**src/rtl/sram_stream_pkg.sv**
```systemverilog
// Shared types and defaults for the SRAM burst stream controller.
// Holds the controller state encoding and the word-address wrap helper.
package sram_stream_pkg;

    localparam int unsigned SRAM_DEPTH     = 384;
    localparam int unsigned SRAM_WIDTH     = 128;
    localparam int unsigned SRAM_ADDR_BITS = 9;

    typedef enum logic [1:0] {
        ST_IDLE  = 2'd0,
        ST_WRITE = 2'd1,
        ST_READ  = 2'd2,
        ST_DRAIN = 2'd3
    } state_e;

    // Next word address; the top word wraps back to 0 without any error.
    function automatic int unsigned next_addr(input int unsigned a, input int unsigned depth);
        return (a == depth - 1) ? 0 : a + 1;
    endfunction

endpackage

```
**src/rtl/sram_stream_fifo2.sv**
```systemverilog
// Two-entry synchronous FIFO used to absorb output backpressure on the read path.
// The caller guarantees no push when full and no pop when empty.
module sram_stream_fifo2 #(
    parameter int unsigned WIDTH = 128
) (
    input  logic             clk,
    input  logic             rst_n,
    input  logic             i_push,
    input  logic [WIDTH-1:0] i_push_data,
    input  logic             i_pop,
    output logic [1:0]       o_count,
    output logic [WIDTH-1:0] o_head
);

    logic [WIDTH-1:0] r_mem [2];
    logic             r_wr_ptr;
    logic             r_rd_ptr;
    logic [1:0]       r_count;

    always_ff @(posedge clk or negedge rst_n) begin
        if (!rst_n) begin
            r_mem[0] <= '0;
            r_mem[1] <= '0;
            r_wr_ptr <= 1'b0;
            r_rd_ptr <= 1'b0;
            r_count  <= '0;
        end else begin
            if (i_push) begin
                r_mem[r_wr_ptr] <= i_push_data;
                r_wr_ptr        <= ~r_wr_ptr;
            end
            if (i_pop) begin
                r_rd_ptr <= ~r_rd_ptr;
            end
            case ({i_push, i_pop})
                2'b10:   r_count <= r_count + 2'd1;
                2'b01:   r_count <= r_count - 2'd1;
                default: r_count <= r_count;
            endcase
        end
    end

    assign o_count = r_count;
    assign o_head  = r_mem[r_rd_ptr];

endmodule

```
**src/rtl/sram_stream_ctrl.sv**
```systemverilog
// Burst initiator for the single-port SRAM wrapper: streams write data into
// consecutive words, or reads consecutive words out through a 2-entry FIFO.
module sram_stream_ctrl
    import sram_stream_pkg::*;
#(
    parameter int unsigned DEPTH     = SRAM_DEPTH,
    parameter int unsigned WIDTH     = SRAM_WIDTH,
    parameter int unsigned ADDR_BITS = SRAM_ADDR_BITS
) (
    input  logic                 clk,
    input  logic                 rst_n,
    input  logic                 cmd_valid,
    output logic                 cmd_ready,
    input  logic                 cmd_write,
    input  logic [ADDR_BITS-1:0] cmd_addr,
    input  logic [ADDR_BITS-1:0] cmd_len,
    input  logic                 in_valid,
    output logic                 in_ready,
    input  logic [WIDTH-1:0]     in_data,
    output logic                 out_valid,
    input  logic                 out_ready,
    output logic [WIDTH-1:0]     out_data,
    output logic                 done,
    output logic                 mem_csb,
    output logic                 mem_web,
    output logic [ADDR_BITS-1:0] mem_addr,
    output logic [WIDTH-1:0]     mem_din,
    input  logic [WIDTH-1:0]     mem_dout
);

    state_e               r_state;
    state_e               w_state_nxt;
    logic [ADDR_BITS-1:0] r_addr;
    logic [ADDR_BITS-1:0] r_remaining;
    logic [ADDR_BITS-1:0] w_addr_nxt;
    logic                 r_inflight;
    logic                 r_cmd_ready;

    logic                 w_cmd_fire;
    logic                 w_wr_fire;
    logic                 w_rd_issue;
    logic                 w_pop;
    logic                 w_last;
    logic                 w_wr_done;
    logic                 w_drain_done;
    logic [1:0]           w_fifo_count;
    logic [2:0]           w_occupancy;
    logic [WIDTH-1:0]     w_fifo_head;

    assign w_addr_nxt = ADDR_BITS'(next_addr(32'(r_addr), DEPTH));
    assign w_last     = (r_remaining == '0);

    assign w_cmd_fire = r_cmd_ready && cmd_valid;
    assign w_wr_fire  = (r_state == ST_WRITE) && in_valid;
    assign w_pop      = out_valid && out_ready;

    // Reads in the FIFO plus the one in flight must stay within two entries,
    // counting the slot freed by a pop in this same cycle.
    assign w_occupancy = {1'b0, w_fifo_count} + {2'b00, r_inflight};
    assign w_rd_issue  = (r_state == ST_READ) && (w_occupancy < (3'd2 + {2'b00, w_pop}));

    assign w_wr_done    = w_wr_fire && w_last;
    assign w_drain_done = (r_state == ST_DRAIN) && !r_inflight && (w_fifo_count == 2'd1) && w_pop;

    always_comb begin
        w_state_nxt = r_state;
        case (r_state)
            ST_IDLE:  if (w_cmd_fire)              w_state_nxt = cmd_write ? ST_WRITE : ST_READ;
            ST_WRITE: if (w_wr_done)               w_state_nxt = ST_IDLE;
            ST_READ:  if (w_rd_issue && w_last)    w_state_nxt = ST_DRAIN;
            ST_DRAIN: if (w_drain_done)            w_state_nxt = ST_IDLE;
            default:                               w_state_nxt = ST_IDLE;
        endcase
    end

    // cmd_ready is registered so it reads 0 while reset is held and rises one edge after release.
    always_ff @(posedge clk or negedge rst_n) begin
        if (!rst_n) begin
            r_state     <= ST_IDLE;
            r_addr      <= '0;
            r_remaining <= '0;
            r_inflight  <= 1'b0;
            r_cmd_ready <= 1'b0;
        end else begin
            r_state     <= w_state_nxt;
            r_cmd_ready <= (w_state_nxt == ST_IDLE);
            r_inflight  <= w_rd_issue;
            if (w_cmd_fire) begin
                r_addr      <= cmd_addr;
                r_remaining <= cmd_len;
            end else if ((w_wr_fire || w_rd_issue) && !w_last) begin
                r_addr      <= w_addr_nxt;
                r_remaining <= r_remaining - 1'b1;
            end
        end
    end

    sram_stream_fifo2 #(
        .WIDTH (WIDTH)
    ) u_fifo (
        .clk         (clk),
        .rst_n       (rst_n),
        .i_push      (r_inflight),
        .i_push_data (mem_dout),
        .i_pop       (w_pop),
        .o_count     (w_fifo_count),
        .o_head      (w_fifo_head)
    );

    assign cmd_ready = r_cmd_ready;
    assign in_ready  = (r_state == ST_WRITE);
    assign out_valid = (w_fifo_count != 2'd0);
    assign out_data  = w_fifo_head;
    assign done      = w_wr_done || w_drain_done;

    assign mem_csb  = !(w_wr_fire || w_rd_issue);
    assign mem_web  = !w_wr_fire;
    assign mem_addr = r_addr;
    assign mem_din  = in_data;

endmodule
```
**config.mk**
```make
export PLATFORM = sky130hd
export DESIGN_NAME = sram_stream_ctrl
export DESIGN_NICKNAME = d
export VERILOG_FILES = /design/src/rtl/sram_stream_pkg.sv /design/src/rtl/sram_stream_fifo2.sv /design/src/rtl/sram_stream_ctrl.sv
export SDC_FILE = /design/constraint.sdc
export NUM_CORES = 1
export LEC_CHECK = 0
export ABC_CLOCK_PERIOD_IN_PS = 3100
export CORE_AREA = 2 2 213 215
export CTS_CLUSTER_SIZE = 16
export DETAILED_ROUTE_END_ITERATION = 10
export DIE_AREA = 0 0 215 217
export PLACE_DENSITY_LB_ADDON = 0.05
export SLEW_MARGIN = 20
export SYNTH_ARGS = -nofsm -noshare
export SYNTH_HDL_FRONTEND = slang
export SYNTH_SLANG_ARGS = --single-unit
```
**constraint.sdc**
```tcl
create_clock -name clk -period 3.1 [get_ports clk]
set_input_delay 0.62 -clock clk [delete_from_list [all_inputs] [get_ports clk]]
set_output_delay 0.62 -clock clk [all_outputs]
set_load 0.1 [all_outputs]
```
### Word-level counts from Yosys, hierarchy flattened

Index checks and enable logic that the tools add are counted.

| word-level totals | value |
|---|---|
| bits in registers | 282 |
| word-level logic and storage cells | 72 |

| operators by class | value |
|---|---|
| reductions and logical operators | 23 |
| bitwise operators | 4 |
| muxes and demuxes | 18 |
| order comparisons | 4 |
| equal/unequal tests | 7 |
| add/subtract/negate cells | 6 |

Operators by type and width:

| cell | number |
|---|---|
| $mux 128 | 4 |
| $bwmux 256 | 1 |
| $demux 128 s1 | 1 |
| $mux 9 | 5 |
| $logic_and 1x1->1 | 11 |
| $mux 2 | 5 |
| $add 9x1->9 const B | 1 |
| $eq 9x9->1 const B | 1 |
| $logic_not 9->1 | 1 |
| $sub 9x1->9 const B | 1 |
| $pmux 2 s4 | 1 |
| $eq 2x1->1 const B | 3 |
| $eq 2x2->1 const B | 3 |
| $reduce_bool 2->1 | 3 |
| $ge 2x2->1 const B | 2 |
| $logic_not 1->1 | 4 |
| $logic_not 2->1 | 2 |
| $not 1->2 | 2 |
| $pmux 2 s2 | 1 |
| $add 2x1->3 | 1 |
| $add 2x1->3 const A | 1 |
| $lt 3x3->1 | 1 |
| $add 2x1->2 const B | 1 |
| $logic_or 1x1->1 | 2 |
| other kinds (3) | 4 |

### Depth between registers and ports, before layout

| logic depth | value |
|---|---|
| word-level depth | 9 |
| mapped depth | 9 |
| depth with buffers taken out | 7 |

### Modules after synthesis

Synthesis repeated with hierarchy kept, for this count alone.

| second synthesis, totals | value |
|---|---|
| cell total of the unflattened synthesis | 994 |
| area, all modules | 14148.6 um^2 |

By module, submodules not included:

| module | seq. area each (um^2) | instances | area an instance (um^2) | cells each |
|---|---|---|---|---|
| sram_stream_fifo2 | 6506.2 | 1 | 11768.8 | 696 |
| sram_stream_ctrl | 550.5 | 1 | 2379.8 | 298 |

### Worst setup path after synthesis

Ideal clock, no wire load.

| timing | value |
|---|---|
| kind | reg2out |
| from | register r_remaining[0] |
| to | output done |
| path buffers | 2 |
| path slack | -0.877 ns |
| arrival time | 3.357 ns |
| cell stages (with the launch flop) | 9 |
| path through | dfrtp_1 -> inv_1 -> ha_1 -> or4b_1 -> nor2_1 -> buf_2 -> buf_2 -> nand3b_1 -> a21oi_1 |

| on the way | value |
|---|---|
| longest elaborated chain between the ends | 3 |

Ends and longest elaborated chain:

| element | line | source |
|---|---|---|
| start, declared | sram_stream_ctrl.sv:34 | `logic [ADDR_BITS-1:0] r_remaining;` |
| start signal, assigned | sram_stream_ctrl.sv:90 | `r_remaining <= cmd_len;` |
| start signal, assigned | sram_stream_ctrl.sv:93 | `r_remaining <= r_remaining - 1'b1;` |
| $logic_not 9->1 | sram_stream_ctrl.sv:51 | `assign w_last = (r_remaining == '0);` |
| $logic_and 1x1->1 | sram_stream_ctrl.sv:62 | `assign w_wr_done = w_wr_fire && w_last;` |
| $logic_or 1x1->1 | sram_stream_ctrl.sv:114 | `assign done = w_wr_done \|\| w_drain_done;` |
| end, declared | sram_stream_ctrl.sv:23 | `output logic done,` |

Every way passes these cells.

### Worst setup path in the final report

| timing | value |
|---|---|
| from | register r_inflight |
| to | output mem_csb |

| on the way | value |
|---|---|
| longest elaborated chain between the ends | 5 |

Ends and longest elaborated chain:

| element | line | source |
|---|---|---|
| start, declared | sram_stream_ctrl.sv:36 | `logic r_inflight;` |
| start signal, assigned | sram_stream_ctrl.sv:87 | `r_inflight <= w_rd_issue;` |
| $add 2x1->3 | sram_stream_ctrl.sv:59 | `assign w_occupancy = {1'b0, w_fifo_count} + {2'b00, r_inflight};` |
| $lt 3x3->1 | sram_stream_ctrl.sv:60 | `assign w_rd_issue = (r_state == ST_READ) && (w_occupancy < (3'd2 + {2'b00, w_pop}));` |
| $logic_and 1x1->1 | sram_stream_ctrl.sv:60 |  |
| $logic_or 1x1->1 | sram_stream_ctrl.sv:116 | `assign mem_csb = !(w_wr_fire \|\| w_rd_issue);` |
| $logic_not 1->1 | sram_stream_ctrl.sv:116 |  |
| end, declared | sram_stream_ctrl.sv:24 | `output logic mem_csb,` |

Every way passes these cells.

==> results.txt <==
Measured along the x axis, the die boundary spans 215 µm. The source-to-sink clock delay at the later pin of the worst-skew pair came out at 540 ps. The mean cell area of the mapped netlist came out at 13.5 µm².

The data required time at the worst endpoint came out at 2480 ps. The met1 routing resource usage after global routing is 18.9%. Along the worst hold path, the cell count comes to 1. The number of hold-slack violations in the final timing report was 0. The pre-antenna-repair detailed-routing pass consisted of 4 iterations. The violation count after the first detailed-routing iteration is 269. The synthesis warning total is 0. The distinct cell type count of the synthesized netlist is 45. The share of synthesized area occupied by flip-flops and latches came out at 52.2%. Setup repair after global routing left no endpoint under its margin.

Traced cell by cell, the critical path runs through ha_1, or3b_1, a32oi_4, inv_6, buf_12. The critical path data arrival time came out at 2350 ps. The number of clock sinks seen by CTS is 282. Along the worst path, the maximum fanout reaches 31. The routed length per placed instance came out at 19.8 µm. For this run, the slowest stage of the critical path takes 450 ps. No sink is reached through more buffers than the 3 on the longest clock path. The tree is rooted in a sky130_fd_sc_hd__clkbuf_16. Sorting the synthesized cells by area gives the leading types as sky130_fd_sc_hd__dfrtp_1, sky130_fd_sc_hd__mux2_2, sky130_fd_sc_hd__buf_4. The detail route stage leaves a number of antenna-violating nets equal to 0.

The total die area is 46,700 µm². The placer's final routability congestion estimate came out at 0.752. The element type at the critical path start is a flip-flop. The shortest period the worst path allows is 2970 ps. The critical path contains buffers and inverters numbering 2 combined. The final setup skew is 13.6 ps.

The total routing resource utilization after global routing came out at 15.1%. In this design, the largest share of critical-path delay is due to flip-flops. The biggest area contributor in the post-synthesis netlist is sky130_fd_sc_hd__dfrtp_1. The relative max-transition margin came out at 66.2%. In the synthesized netlist the async set-or-reset flop fraction comes to 100%. Clock-pin slew was measured on the worst setup and hold paths at 50 ps. The worst reg2reg path endpoint is mem_addr[8]$_DFFE_PN0P_. The total negative slack is 0 ps. The critical path is of the reg2out type. The number of nets in the synthesized netlist is 1,286. TritonCTS built the clock tree. The fraction of final layout cells with drive strength greater than 1 is 51.1%. The number of flops mapped to enable cells by yosys came out at 0. The top cell type's share of synthesized area is 52.2%. Summing every instance area after synthesis gives 13,500 µm². The worst setup margin came out at 134 ps. Summing over every cut layer, the via total after detailed routing is 8,295. The final max-slew violation count was 0. The global-route congestion overflow total came out at 0. In the layout the commonest cells are sky130_fd_sc_hd__mux2_2, sky130_fd_sc_hd__dfrtp_1, sky130_fd_sc_hd__clkdlybuf4s50_1. The number of antenna violations at the first check in global routing came out at 1. The number of synthesized register bits came out at 282.

The flow ran to the end, and the final reports show no timing, DRC or antenna violations. The path class of the tightest hold or removal check is reg2reg. The quantity of I/O buffers inserted on ports came out at 294. The count of endpoints failing setup in the final report is 0.

The most heavily used metal layer in global routing is met2. The number of cells traversed by the worst register-to-register path came out at 6. The worst path uses 95.7% of the clock period. The clock tree synthesis step divided the H-tree into 2 levels. Row generation in the floorplan step produced 78 rows. The global routing met3 resource utilization came out at 5.63%.

The area growth from synthesis to final layout came out at 34.0%. The destination of the worst hold path is u_fifo.r_mem[0]$_DFFE_PN0P_. For this run, the leading register cell type out of synthesis is sky130_fd_sc_hd__dfrtp_1. The number of global-route vias before repair was 8,864. The total of max-cap violations came out at 0. On the critical path, the stage with the largest delay is an instance of sky130_fd_sc_hd__dfrtp_2. STA classifies the critical path endpoint as a primary output. The startpoint identified for the worst register-to-register timing path is r_inflight$_DFF_PN0_.

Leaving out fill and tap cells, the most frequent cell in the layout is sky130_fd_sc_hd__mux2_2. The transition time at the pin with the least slew margin is 506 ps. The routing usage on met2 is 24.2%.

The worst setup slack for register-to-register paths came out at 710 ps. The startpoint of the most critical hold path is u_fifo.r_mem[0]$_DFFE_PN0P_. After detailed routing, the number of vias per cell comes to 4.63. The global-route wire length before repair is 54,600 µm. For this design the top-level I/O count stands at 551. Entering global routing, the biggest net connects 78 pins. In this run, CTS created clock tree buffers numbering 37.

The cell count after synthesis came out at 998. The residual DRC count is 0. The total detailed-routing wirelength came out at 35,400 µm. After floorplanning, the core was sized to cover 44,700 µm². The post-detailed-placement half-perimeter wirelength came out at 23,500 µm.

The effective utilization at floorplan came out at 30.2%. The achievable frequency came out at 337 MHz. The post-placement worst setup slack came out at 294 ps. The count of nets after finishing came out at 1,454.

The die is 217 µm tall.
[kinds of logic after synthesis]
group                    share of synthesized area, %
XOR/XNOR                                        0.259
AO/OA/AOI/OAI                                    2.52
adder cells (fa/ha/maj)                         0.740
buffers and inverters                            9.00
flip-flops                                       52.2
multiplexers                                     32.0
AND/OR/NAND/NOR                                  3.30
[layer usage]
metal  part of all wire, %  vias up
met2                    48      312
met4                   2.0        0
li1                      -     3761
met3                   7.9       56
met1                    42     4166
met5                     0        -
[cell usage after synthesis (all sizes together) (2+ instances only)]
cell / n
inv: 11
or2: 2
o41ai: 2
xnor2: 2
clkbuf: 47
nor2b: 2
and2: 3
nand3: 8
a21oi: 6
nor2: 22
nand2: 11
or4: 14
dfrtp: 282
or3b: 2
buf: 134
o211ai: 3
nand4b: 2
o21ai: 8
mux2: 384
or3: 3
ha: 8
a31oi: 16
xor2: 2
a32oi: 2
nand3b: 2
o31ai: 8
[worst register-to-register path, delay by kind of cell (launching register included)]
kind / cells / cell delay (ps)
flip-flops: 1 / 450
AND/OR/NAND/NOR: 2 / 920
AO/OA/AOI/OAI: 2 / 500
buffers and inverters: 1 / 140
adder cells (fa/ha/maj): 1 / 300
[repair_timing]
item / CTS / global route
endpoints found under the setup margin: 1 / 2
buffers inserted: 0 / 1
gates resized for setup: 1 / 5
hold buffers: 1 / 0
pin swaps: 0 / 0
hold endpoints to repair: 40 / 0
[sequential cells by signal, indices dropped and copies added, names as in the netlist]
register,cells
u_fifo.r_wr_ptr,1
mem_addr,9
r_remaining,9
r_inflight,1
r_state,2
cmd_ready,1
u_fifo.o_count,2
u_fifo.r_rd_ptr,1
u_fifo.r_mem,256
[area by class of cell]
type                       count  area [µm²]
timing repair buffer         310        3830
clock inverter                 6        58.8
tap                          600         751
multi-input combinational    524        5290
fill                        4281       26600
inverter                      11        46.3
antenna                        2        5.00
clock buffer                  56        1090
sequential                   282        7060
[per-stage QoR]
step	hold slack [ps]	std cells	cell area, µm²	utilization [%]
final	498	1791	18100	40.5
after global routing	508	1790	18100	40.5
after CTS	500	1788	18100	40.5
after detailed placement	487	1725	16900	37.9
after global placement	480	1725	16900	37.9
after floorplan	324	998	13500	-
[worst max path at each step]
stage / from / endpoint / slack, ps / depth (start not counted)
floorplan: r_remaining[0]$_DFFE_PN0P_ / done / -20 / 8
global placement: out_ready / mem_csb / 310 / 5
detailed placement: out_ready / mem_csb / 290 / 5
CTS: r_remaining[0]$_DFFE_PN0P_ / done / 50 / 7
global route: r_remaining[0]$_DFFE_PN0P_ / done / 20 / 7
finish: r_inflight$_DFF_PN0_ / mem_csb / 130 / 5
Power is left out: the tool's default activity adds up to more than one toggle a clock period on the data nets, which glitch-free logic cannot reach.
